File: src/rtl/fault_seq_pkg.sv
// Shared types and constants for the fault recovery sequencer: state encodings,
// fault-id values matching fault_fsm and the backoff cooldown helper.
package fault_seq_pkg;

  typedef enum logic [2:0] {
    StIdle      = 3'd0,
    StSoftstart = 3'd1,
    StRun       = 3'd2,
    StDerate    = 3'd3,
    StCooldown  = 3'd4,
    StLockout   = 3'd5
  } seq_state_t;

  localparam logic [2:0] FaultNone = 3'd0;
  localparam logic [2:0] FaultUv   = 3'd1;
  localparam logic [2:0] FaultOv   = 3'd2;
  localparam logic [2:0] FaultOt   = 3'd3;
  localparam logic [2:0] FaultUc   = 3'd4;

  // base << (retry - 1), clamped to the largest value a w-bit timer can hold.
  function automatic logic [31:0] backoff_len(input int unsigned base,
                                              input int unsigned retry,
                                              input int unsigned w);
    logic [63:0] len;
    logic [63:0] cap;
    cap = (64'd1 << w) - 64'd1;
    len = 64'(base);
    if (retry > 0) len = len << (retry - 1);
    if (len > cap) len = cap;
    return len[31:0];
  endfunction

endpackage

File: src/rtl/fault_recovery_sequencer_if.sv
// Bundle between the sequencer, the host and fault_fsm. The master modport is
// the host/fault_fsm side; the slave modport is the sequencer.
interface fault_seq_if;
  logic       enable_req;
  logic       unlock;
  logic       warn;
  logic       fault;
  logic       shutdown;
  logic [2:0] active_fault_id;
  logic       pwr_en;
  logic       soft_start;
  logic       derate;
  logic       lockout;
  logic       clear_warning;
  logic [1:0] retry_cnt;
  logic [2:0] trip_fault_id;
  logic [2:0] seq_state;

  modport master (
    output enable_req, unlock, warn, fault, shutdown, active_fault_id,
    input  pwr_en, soft_start, derate, lockout, clear_warning, retry_cnt, trip_fault_id,
           seq_state
  );

  modport slave (
    input  enable_req, unlock, warn, fault, shutdown, active_fault_id,
    output pwr_en, soft_start, derate, lockout, clear_warning, retry_cnt, trip_fault_id,
           seq_state
  );
endinterface

File: src/rtl/seq_timer.sv
// Loadable down-counter that holds at zero; shared by the soft-start and
// cooldown intervals.
module seq_timer #(
  parameter int unsigned TMR_W = 16
) (
  input  logic             clk_i,
  input  logic             rst_i,
  input  logic             load_i,
  input  logic [TMR_W-1:0] load_val_i,
  output logic             done_o,
  output logic             last_o
);

  logic [TMR_W-1:0] count_q, count_d;

  always_comb begin
    count_d = count_q;
    if (load_i) begin
      count_d = load_val_i;
    end else if (count_q != '0) begin
      count_d = count_q - TMR_W'(1);
    end
  end

  always_ff @(posedge clk_i or posedge rst_i) begin
    if (rst_i) begin
      count_q <= '0;
    end else begin
      count_q <= count_d;
    end
  end

  assign done_o = (count_q == '0);
  // Count reaches zero on the coming edge.
  assign last_o = (count_q == TMR_W'(1));

endmodule

File: src/rtl/fault_recovery_sequencer.sv
// Supervisory power-stage sequencer above fault_fsm with bounded auto-retry and lockout.
// Define FAULT_SEQ_EXP_BACKOFF_EN to double the cooldown length on each consumed retry.
module fault_recovery_sequencer
  import fault_seq_pkg::*;
#(
  parameter int unsigned SOFTSTART_CYCLES = 16,
  parameter int unsigned COOLDOWN_CYCLES  = 64,
  parameter int unsigned MAX_RETRIES      = 3,
  parameter int unsigned STABLE_CYCLES    = 128,
  parameter int unsigned TMR_W            = 16
) (
  input logic        clk,
  input logic        rst,
  fault_seq_if.slave bus_io
);

  localparam logic [1:0]       MaxRetry   = 2'(MAX_RETRIES);
  localparam logic [TMR_W-1:0] SoftLen    = TMR_W'(SOFTSTART_CYCLES);
  localparam logic [TMR_W-1:0] StableLast = TMR_W'(STABLE_CYCLES - 1);

  seq_state_t       state_q, state_d;
  logic [1:0]       retry_q, retry_d, retry_inc;
  logic [2:0]       trip_q, trip_d;
  logic             cw_q, cw_d;
  logic             pwr_q, ss_q, der_q, lock_q;
  logic [TMR_W-1:0] stab_q;
  logic [TMR_W-1:0] cool_len;
  logic             tmr_load;
  logic [TMR_W-1:0] tmr_val;
  logic             tmr_done, tmr_last;
  logic             powered;

  assign retry_inc = retry_q + 2'd1;
  assign powered   = (state_q == StSoftstart) || (state_q == StRun) || (state_q == StDerate);

`ifdef FAULT_SEQ_EXP_BACKOFF_EN
  assign cool_len = TMR_W'(backoff_len(COOLDOWN_CYCLES, 32'(retry_inc), TMR_W));
`else
  assign cool_len = TMR_W'(COOLDOWN_CYCLES);
`endif

  seq_timer #(
    .TMR_W(TMR_W)
  ) u_timer (
    .clk_i      (clk),
    .rst_i      (rst),
    .load_i     (tmr_load),
    .load_val_i (tmr_val),
    .done_o     (tmr_done),
    .last_o     (tmr_last)
  );

  always_comb begin
    state_d  = state_q;
    retry_d  = retry_q;
    trip_d   = trip_q;
    cw_d     = 1'b0;
    tmr_load = 1'b0;
    tmr_val  = '0;
    if (state_q != StLockout && bus_io.shutdown) begin
      state_d = StLockout;
      trip_d  = bus_io.active_fault_id;
    end else if (powered && bus_io.fault) begin
      trip_d = bus_io.active_fault_id;
      if (retry_q == MaxRetry) begin
        state_d = StLockout;
      end else begin
        state_d  = StCooldown;
        retry_d  = retry_inc;
        tmr_load = 1'b1;
        tmr_val  = cool_len;
      end
    end else begin
      unique case (state_q)
        StIdle: begin
          if (bus_io.enable_req && !bus_io.fault) begin
            state_d  = StSoftstart;
            tmr_load = 1'b1;
            tmr_val  = SoftLen;
          end
        end
        StSoftstart: begin
          if (!bus_io.enable_req)          state_d = StIdle;
          else if (tmr_last || tmr_done)   state_d = StRun;
        end
        StRun: begin
          if (!bus_io.enable_req)          state_d = StIdle;
          else if (bus_io.warn)            state_d = StDerate;
          else if (stab_q == StableLast)   retry_d = '0;
        end
        StDerate: begin
          if (!bus_io.enable_req)          state_d = StIdle;
          else if (!bus_io.warn)           state_d = StRun;
        end
        StCooldown: begin
          if (!bus_io.enable_req) begin
            state_d = StIdle;
          end else begin
            if (tmr_last) cw_d = 1'b1;
            // Restart only once the pulse has gone out and fault_fsm has cleared.
            if (tmr_done && !bus_io.fault) begin
              state_d  = StSoftstart;
              tmr_load = 1'b1;
              tmr_val  = SoftLen;
            end
          end
        end
        StLockout: begin
          if (bus_io.unlock && !bus_io.fault && !bus_io.shutdown) begin
            state_d = StIdle;
            cw_d    = 1'b1;
            retry_d = '0;
          end
        end
        default: state_d = StIdle;
      endcase
    end
  end

  always_ff @(posedge clk or posedge rst) begin
    if (rst) begin
      state_q <= StIdle;
      retry_q <= '0;
      trip_q  <= '0;
      cw_q    <= 1'b0;
      pwr_q   <= 1'b0;
      ss_q    <= 1'b0;
      der_q   <= 1'b0;
      lock_q  <= 1'b0;
      stab_q  <= '0;
    end else begin
      state_q <= state_d;
      retry_q <= retry_d;
      trip_q  <= trip_d;
      cw_q    <= cw_d;
      pwr_q   <= state_d inside {StSoftstart, StRun, StDerate};
      ss_q    <= (state_d == StSoftstart);
      der_q   <= (state_d == StDerate);
      lock_q  <= (state_d == StLockout);
      if (state_q == StRun && state_d == StRun) begin
        if (stab_q != StableLast) stab_q <= stab_q + TMR_W'(1);
      end else begin
        stab_q <= '0;
      end
    end
  end

  assign bus_io.pwr_en        = pwr_q;
  assign bus_io.soft_start    = ss_q;
  assign bus_io.derate        = der_q;
  assign bus_io.lockout       = lock_q;
  assign bus_io.clear_warning = cw_q;
  assign bus_io.retry_cnt     = retry_q;
  assign bus_io.trip_fault_id = trip_q;
  assign bus_io.seq_state     = state_q;

endmodule

File: src/flat_wrapper.sv
// flat-port wrapper written by rule: the top's interface ports become plain ports
module fault_recovery_sequencer_flat import fault_seq_pkg::*;
#(
  parameter int unsigned SOFTSTART_CYCLES = 16,
  parameter int unsigned COOLDOWN_CYCLES  = 64,
  parameter int unsigned MAX_RETRIES      = 3,
  parameter int unsigned STABLE_CYCLES    = 128,
  parameter int unsigned TMR_W            = 16
)
  (clk, rst, bus_io_enable_req, bus_io_unlock, bus_io_warn, bus_io_fault, bus_io_shutdown, bus_io_active_fault_id, bus_io_pwr_en, bus_io_soft_start, bus_io_derate, bus_io_lockout, bus_io_clear_warning, bus_io_retry_cnt, bus_io_trip_fault_id, bus_io_seq_state);
  fault_seq_if bus_io_i ();
  input logic clk;
  input logic rst;
  input wire logic [$bits(bus_io_i.enable_req)-1:0] bus_io_enable_req;
  input wire logic [$bits(bus_io_i.unlock)-1:0] bus_io_unlock;
  input wire logic [$bits(bus_io_i.warn)-1:0] bus_io_warn;
  input wire logic [$bits(bus_io_i.fault)-1:0] bus_io_fault;
  input wire logic [$bits(bus_io_i.shutdown)-1:0] bus_io_shutdown;
  input wire logic [$bits(bus_io_i.active_fault_id)-1:0] bus_io_active_fault_id;
  output wire logic [$bits(bus_io_i.pwr_en)-1:0] bus_io_pwr_en;
  output wire logic [$bits(bus_io_i.soft_start)-1:0] bus_io_soft_start;
  output wire logic [$bits(bus_io_i.derate)-1:0] bus_io_derate;
  output wire logic [$bits(bus_io_i.lockout)-1:0] bus_io_lockout;
  output wire logic [$bits(bus_io_i.clear_warning)-1:0] bus_io_clear_warning;
  output wire logic [$bits(bus_io_i.retry_cnt)-1:0] bus_io_retry_cnt;
  output wire logic [$bits(bus_io_i.trip_fault_id)-1:0] bus_io_trip_fault_id;
  output wire logic [$bits(bus_io_i.seq_state)-1:0] bus_io_seq_state;
  assign bus_io_i.enable_req = bus_io_enable_req;
  assign bus_io_i.unlock = bus_io_unlock;
  assign bus_io_i.warn = bus_io_warn;
  assign bus_io_i.fault = bus_io_fault;
  assign bus_io_i.shutdown = bus_io_shutdown;
  assign bus_io_i.active_fault_id = bus_io_active_fault_id;
  assign bus_io_pwr_en = bus_io_i.pwr_en;
  assign bus_io_soft_start = bus_io_i.soft_start;
  assign bus_io_derate = bus_io_i.derate;
  assign bus_io_lockout = bus_io_i.lockout;
  assign bus_io_clear_warning = bus_io_i.clear_warning;
  assign bus_io_retry_cnt = bus_io_i.retry_cnt;
  assign bus_io_trip_fault_id = bus_io_i.trip_fault_id;
  assign bus_io_seq_state = bus_io_i.seq_state;
  fault_recovery_sequencer #(.SOFTSTART_CYCLES(SOFTSTART_CYCLES), .COOLDOWN_CYCLES(COOLDOWN_CYCLES), .MAX_RETRIES(MAX_RETRIES), .STABLE_CYCLES(STABLE_CYCLES), .TMR_W(TMR_W)) u_core (.clk(clk), .rst(rst), .bus_io(bus_io_i));
endmodule
File: config.mk
export PLATFORM = sky130hd
export DESIGN_NAME = fault_recovery_sequencer_flat
export DESIGN_NICKNAME = d
export VERILOG_FILES = /design/src/rtl/fault_seq_pkg.sv /design/src/rtl/fault_recovery_sequencer_if.sv /design/src/rtl/seq_timer.sv /design/src/rtl/fault_recovery_sequencer.sv /design/src/flat_wrapper.sv
export SDC_FILE = /design/constraint.sdc
export NUM_CORES = 1
export LEC_CHECK = 0
export CAP_MARGIN = 20
export CORE_ASPECT_RATIO = 0.5
export CORE_MARGIN = 10
export CORE_UTILIZATION = 50
export CTS_BUF_LIST = sky130_fd_sc_hd__clkbuf_16
export CTS_CLUSTER_DIAMETER = 80
export CTS_CLUSTER_SIZE = 16
export DETAILED_ROUTE_END_ITERATION = 8
export GPL_TIMING_DRIVEN = 0
export PLACE_DENSITY_LB_ADDON = 0.1
export SLEW_MARGIN = 10
export SYNTH_ARGS = -nofsm -noshare
export SYNTH_HDL_FRONTEND = slang
export SYNTH_HIERARCHICAL = 1
export SYNTH_SLANG_ARGS = --single-unit
File: constraint.sdc
create_clock -name clk -period 4.6 [get_ports clk]
set_input_delay 0.69 -clock clk [delete_from_list [all_inputs] [get_ports clk]]
set_output_delay 0.69 -clock clk [all_outputs]
set_load 0.05 [all_outputs]
==> results <==
- The slowest cell on the critical path is sky130_fd_sc_hd__nor2_1.
- The post-synthesis sequential area ratio is 43.0%.
- The number of buffer cells added on primary ports is 22.
- The net switching fraction of the power is 41.0%.
- The arrival time at the worst endpoint is 3.63 ns.
- The congestion estimate from routability-driven global placement came to 0.845.
- The beginning of the worst register-to-register path is u_core/u_timer/count_q[0].
- The number of pins exceeding their max-slew limit in the final report is 0.
- sky130_fd_sc_hd__dfrtp_1 takes more of the synthesized area than any other cell.
- The biggest fanout along the worst timing path is 10.
- The floorplan has 18 rows.
- Traced cell by cell, the critical path runs through inv_1 > ha_1 > nor3b_2 > nand2_2 > nor2_1 > nand3_1 > o21ai_0 > o21a_1 > buf_1 > clkbuf_1 > o21ai_0.
- The clock reaches the later pin of the worst-skew pair after 0.29 ns.
- The first routing iteration left 133 violations.
- The routed layout has 2138 vias.
- The run finished with clean final reports.
- CTS built an H-tree with a depth of 2.
- The hold path startpoint is u_core/bus_io.retry_cnt[0].
- Dividing the detail-routed via count by the number of cells gives 5.50.
- The worst register-to-register path has a depth of 11.
- TritonCTS created 5 clock buffers.
- The worst setup path is captured at a flop.
- The final period demand of the worst path is 3.49 ns.
- The launch point of the worst path is u_core/u_timer/count_q[0].
- Counting flops with a built-in enable in the synthesized netlist gives 0.
- The clock share of power is 22.7%.
- The number of different library cells used by synthesis comes to 58.
- The maximum clock rate is 287 MHz.
- The area inside the core boundary is 5000 um^2.
- The first global-routing pass estimated 10200 um of wire.
- The number of ports placed on the die boundary is 23.
- The end of the worst register-to-register path is u_core/u_timer/count_q[10].
- The number of hold-slack violations in the final timing report was 0.
- For the final routed database, the setup TNS stands at 0 ns.
- The number of setup buffers added after CTS is 0.
- For this design the ratio of total power to cell area is 561 nW/um^2.
- The final antenna diode count is 0.
- The die boundary height is 71.2 um.
- Including well taps, the total number of placed cells is 381.
- The share of cells above drive strength 1 is 9.72%.
- The number of cells traversed by the worst hold path is 1.
- In the synthesized netlist the dominant register cell turns out to be sky130_fd_sc_hd__dfrtp_1.
- The cell chosen for the clock root is sky130_fd_sc_hd__clkbuf_16.
- The average footprint of a synthesized cell is 9.52 um^2.
- The worst hold path belongs to the class flop to flop.
- The worst slew margin relative to its limit is 45.3%.
- Combinational logic is responsible for 40.5% of the overall power.
- The leakage power is 1.28 nW.
- The CTS tree is built.
- Entering global routing, the biggest net connects 23 pins.
- The die is 122 um wide.
- The endpoint of the worst hold path is u_core/bus_io.retry_cnt[0].
- The area of the die is 8710 um^2.
- The tool flagged a number of max-cap violations equal to 0.
- The post-synthesis instance area is 2620 um^2.
- Setup slack on the worst reg-to-reg path comes out at 1.11 ns.
- For this run, the number of Yosys warnings is 6.
- By area the synthesized netlist is led by sky130_fd_sc_hd__dfrtp_1, sky130_fd_sc_hd__nor2_1, sky130_fd_sc_hd__nand2_1, sky130_fd_sc_hd__xnor2_1, sky130_fd_sc_hd__nor4_4.
- The number of standard cells after synthesis is 275.
- The final critical-path share of the clock period is 75.8%.
- After detailed routing, the total wire length is 5840 um.
- The number of storage elements in the synthesis netlist is 45.
- The setup path with the least slack is of type flop to flop.
- Compared with the post-synthesis result, the final layout area differs by 20.9%.
- Hold repair after CTS inserted 0 buffers.
- The design internal power is 0.00105 W.
- The type of origin of the critical path is a flop.
- For the pin with the worst max-slew slack, the measured transition is 0.817 ns.
- The worst path required time is 4.75 ns.
- The number of cells in the finished layout apart from fillers is 389.
- The number of gates given a new drive strength after cts is 0.
- The detailed-routing iteration count for the pre-antenna-repair pass is 4.
- At the end of the flow, the number of nets in the layout was 332.
- The number of global-route vias before repair is 2088.
- The total DRC errors in the routed layout is 0.
- The detail route stage leaves a number of antenna-violating nets equal to 0.
- The deepest clock path buffer count is 2.
- The total net switching power is 0.000728 W.
- Setup repair after global routing left no endpoint under its margin.
- The count of final setup violators is 0.
- The peak per-stage delay on the critical path is 0.69 ns.
- Fill cells in the final layout number 433.
- In the global route stage, overall resource usage came out at 14.2%.
- The global route total overflow is 0.
- The clock net in this run drives a total of 45 sinks.
- Once detailed placement completed, the half-perimeter wirelength came to 4200 um.
- The sequential cell fraction of total power is 36.7%.
- IR analysis of the VDD net gives a maximum drop of 248 uV.
- Among the stages of the critical path, the cell type that occurs most often is sky130_fd_sc_hd__o21ai_0.
- Counting flops with an async set or reset pin after synthesis yields a share of 100%.
- The maximum clock skew at final layout is 0.00808 ns.
- Clock-pin slew was measured on the worst setup and hold paths at 0.06 ns.
- In the final routed layout, each cell accounts on average for 15.0 um.
- The area share of the leading cell type in the synthesized netlist is 43.0%.
- The initial cell density of the core is 52.4%.
- The initial antenna violation count came to 0.
==> power by group through the flow <==
stage / clock network [W] / registers [W] / logic, W
2_1_floorplan: 0 / 0.000773 / 0.000389
3_5_place_dp: 0 / 0.000654 / 0.000720
4_1_cts: 0.000411 / 0.000650 / 0.000725
3_3_place_gp: 0 / 0.000647 / 0.000700
6_report: 0.000403 / 0.000652 / 0.000719
5_1_grt: 0.000433 / 0.000669 / 0.000785
==> cell usage after synthesis, drive strengths merged (3+ instances only) <==
| library cell | count |
|---|---|
| o21a | 3 |
| dfrtp | 45 |
| nand3 | 11 |
| o21ai | 7 |
| a21oi | 12 |
| nor4b | 3 |
| nand4 | 5 |
| inv | 11 |
| xor2 | 7 |
| nor4 | 6 |
| mux2 | 3 |
| nor3 | 9 |
| o31ai | 8 |
| nor2 | 43 |
| xnor2 | 10 |
| nand2b | 3 |
| nand2 | 27 |
| nor3b | 4 |
| ha | 4 |
| a2111o | 3 |
| or4 | 5 |
| mux2i | 4 |
| o211ai | 4 |
| or3 | 3 |
| nor2b | 5 |
| buf | 6 |
| a31oi | 3 |
==> registers in the layout, summed over array words and instances, names as in the netlist, 2 cells and up <==
signal / count
u_core/stab_q: 16
u_core/bus_io.trip_fault_id: 3
u_core/u_timer/count_q: 16
u_core/bus_io.retry_cnt: 2
u_core/bus_io.seq_state: 3
==> cells by family (layout without fill, tap and decap cells) <==
| family | after synthesis | after routing | share of synthesized area, % |
|---|---|---|---|
| muxes | 7 | 7 | 2.82 |
| buffers and inverters | 19 | 50 | 3.77 |
| adders and majority gates | 4 | 4 | 1.91 |
| DFF | 45 | 45 | 43.0 |
| AOI/OAI and AO/OA | 50 | 50 | 13.6 |
| and+or+nand+nor | 132 | 132 | 29.0 |
| other | 1 | 14 | 0.143 |
| xor gates and xnor gates | 17 | 17 | 5.69 |
==> worst max path at each step <==
stage / end / cells after the start
final: u_core/u_timer/count_q[10] / 11
after global routing: u_core/u_timer/count_q[6] / 12
after CTS: u_core/u_timer/count_q[5] / 11
after detailed placement: u_core/u_timer/count_q[10] / 11
after global placement: u_core/u_timer/count_q[10] / 11
after floorplan: u_core/stab_q[0] / 12
==> stage by stage <==
stage | hold slack, ns | util, % | area (um^2) | setup slack, ns | total power, W
after floorplan | 0.514 | - | 2670 | 1.97 | 0.00116
after global placement | 0.486 | 59.5 | 2980 | 1.20 | 0.00135
after detailed placement | 0.496 | 60.1 | 3000 | 1.20 | 0.00137
after CTS | 0.512 | 63.3 | 3170 | 1.15 | 0.00179
after global routing | 0.524 | 63.3 | 3170 | 0.806 | 0.00189
final | 0.508 | 63.3 | 3170 | 1.11 | 0.00177
==> final cells by class <==
type	instances	area [um^2]	share of cell area (%)
plain buffers	8	57.6	1.82
clock buffers	5	125	3.95
clock inverters	3	37.5	1.19
inverters	11	41.3	1.30
multi-input cells	224	1440	45.6
flip-flops and latches	45	1130	35.6
well taps	70	87.6	2.77
repair buffers	23	248	7.83
==> metal layers <==
layer / share of wire (%) / routed length (um) / up-vias / track usage [%]
li1: - / - / 1057 / -
met1: 44 / 2550 / 1029 / 17.3
met2: 51 / 3010 / 45 / 24.8
met3: 4.1 / 237 / 7 / 3.48
met4: 0.82 / 48 / 0 / 3.25
met5: 0 / 0 / - / 0
==> cells in the final DEF (no fill, tap or decap), types with 4 or more instances in the layout <==
cell type	count
sky130_fd_sc_hd__dfrtp_1	45
sky130_fd_sc_hd__nor2_1	39
sky130_fd_sc_hd__nand2_1	26
sky130_fd_sc_hd__clkdlybuf4s50_1	22
sky130_fd_sc_hd__conb_1	14
sky130_fd_sc_hd__inv_1	12
sky130_fd_sc_hd__a21oi_1	12
sky130_fd_sc_hd__nand3_1	11
sky130_fd_sc_hd__xnor2_1	10
sky130_fd_sc_hd__nor3_1	8
sky130_fd_sc_hd__xor2_1	7
sky130_fd_sc_hd__o31ai_1	7
sky130_fd_sc_hd__o21ai_0	6
sky130_fd_sc_hd__clkbuf_16	5
sky130_fd_sc_hd__nor2b_1	5
sky130_fd_sc_hd__nand4_1	5
sky130_fd_sc_hd__mux2i_1	4
sky130_fd_sc_hd__o211ai_1	4
sky130_fd_sc_hd__ha_1	4
==> worst max-delay path: cells and delay by family (launching register included) <==
family / cells / cell delay, ns
AO/OA/AOI/OAI: 3 / 0.42
AND/OR/NAND/NOR: 4 / 1.37
adder cells (fa/ha/maj): 1 / 0.21
flip-flops: 1 / 0.44
buffers and inverters: 3 / 0.91
Power figures use the tool's default switching activity.
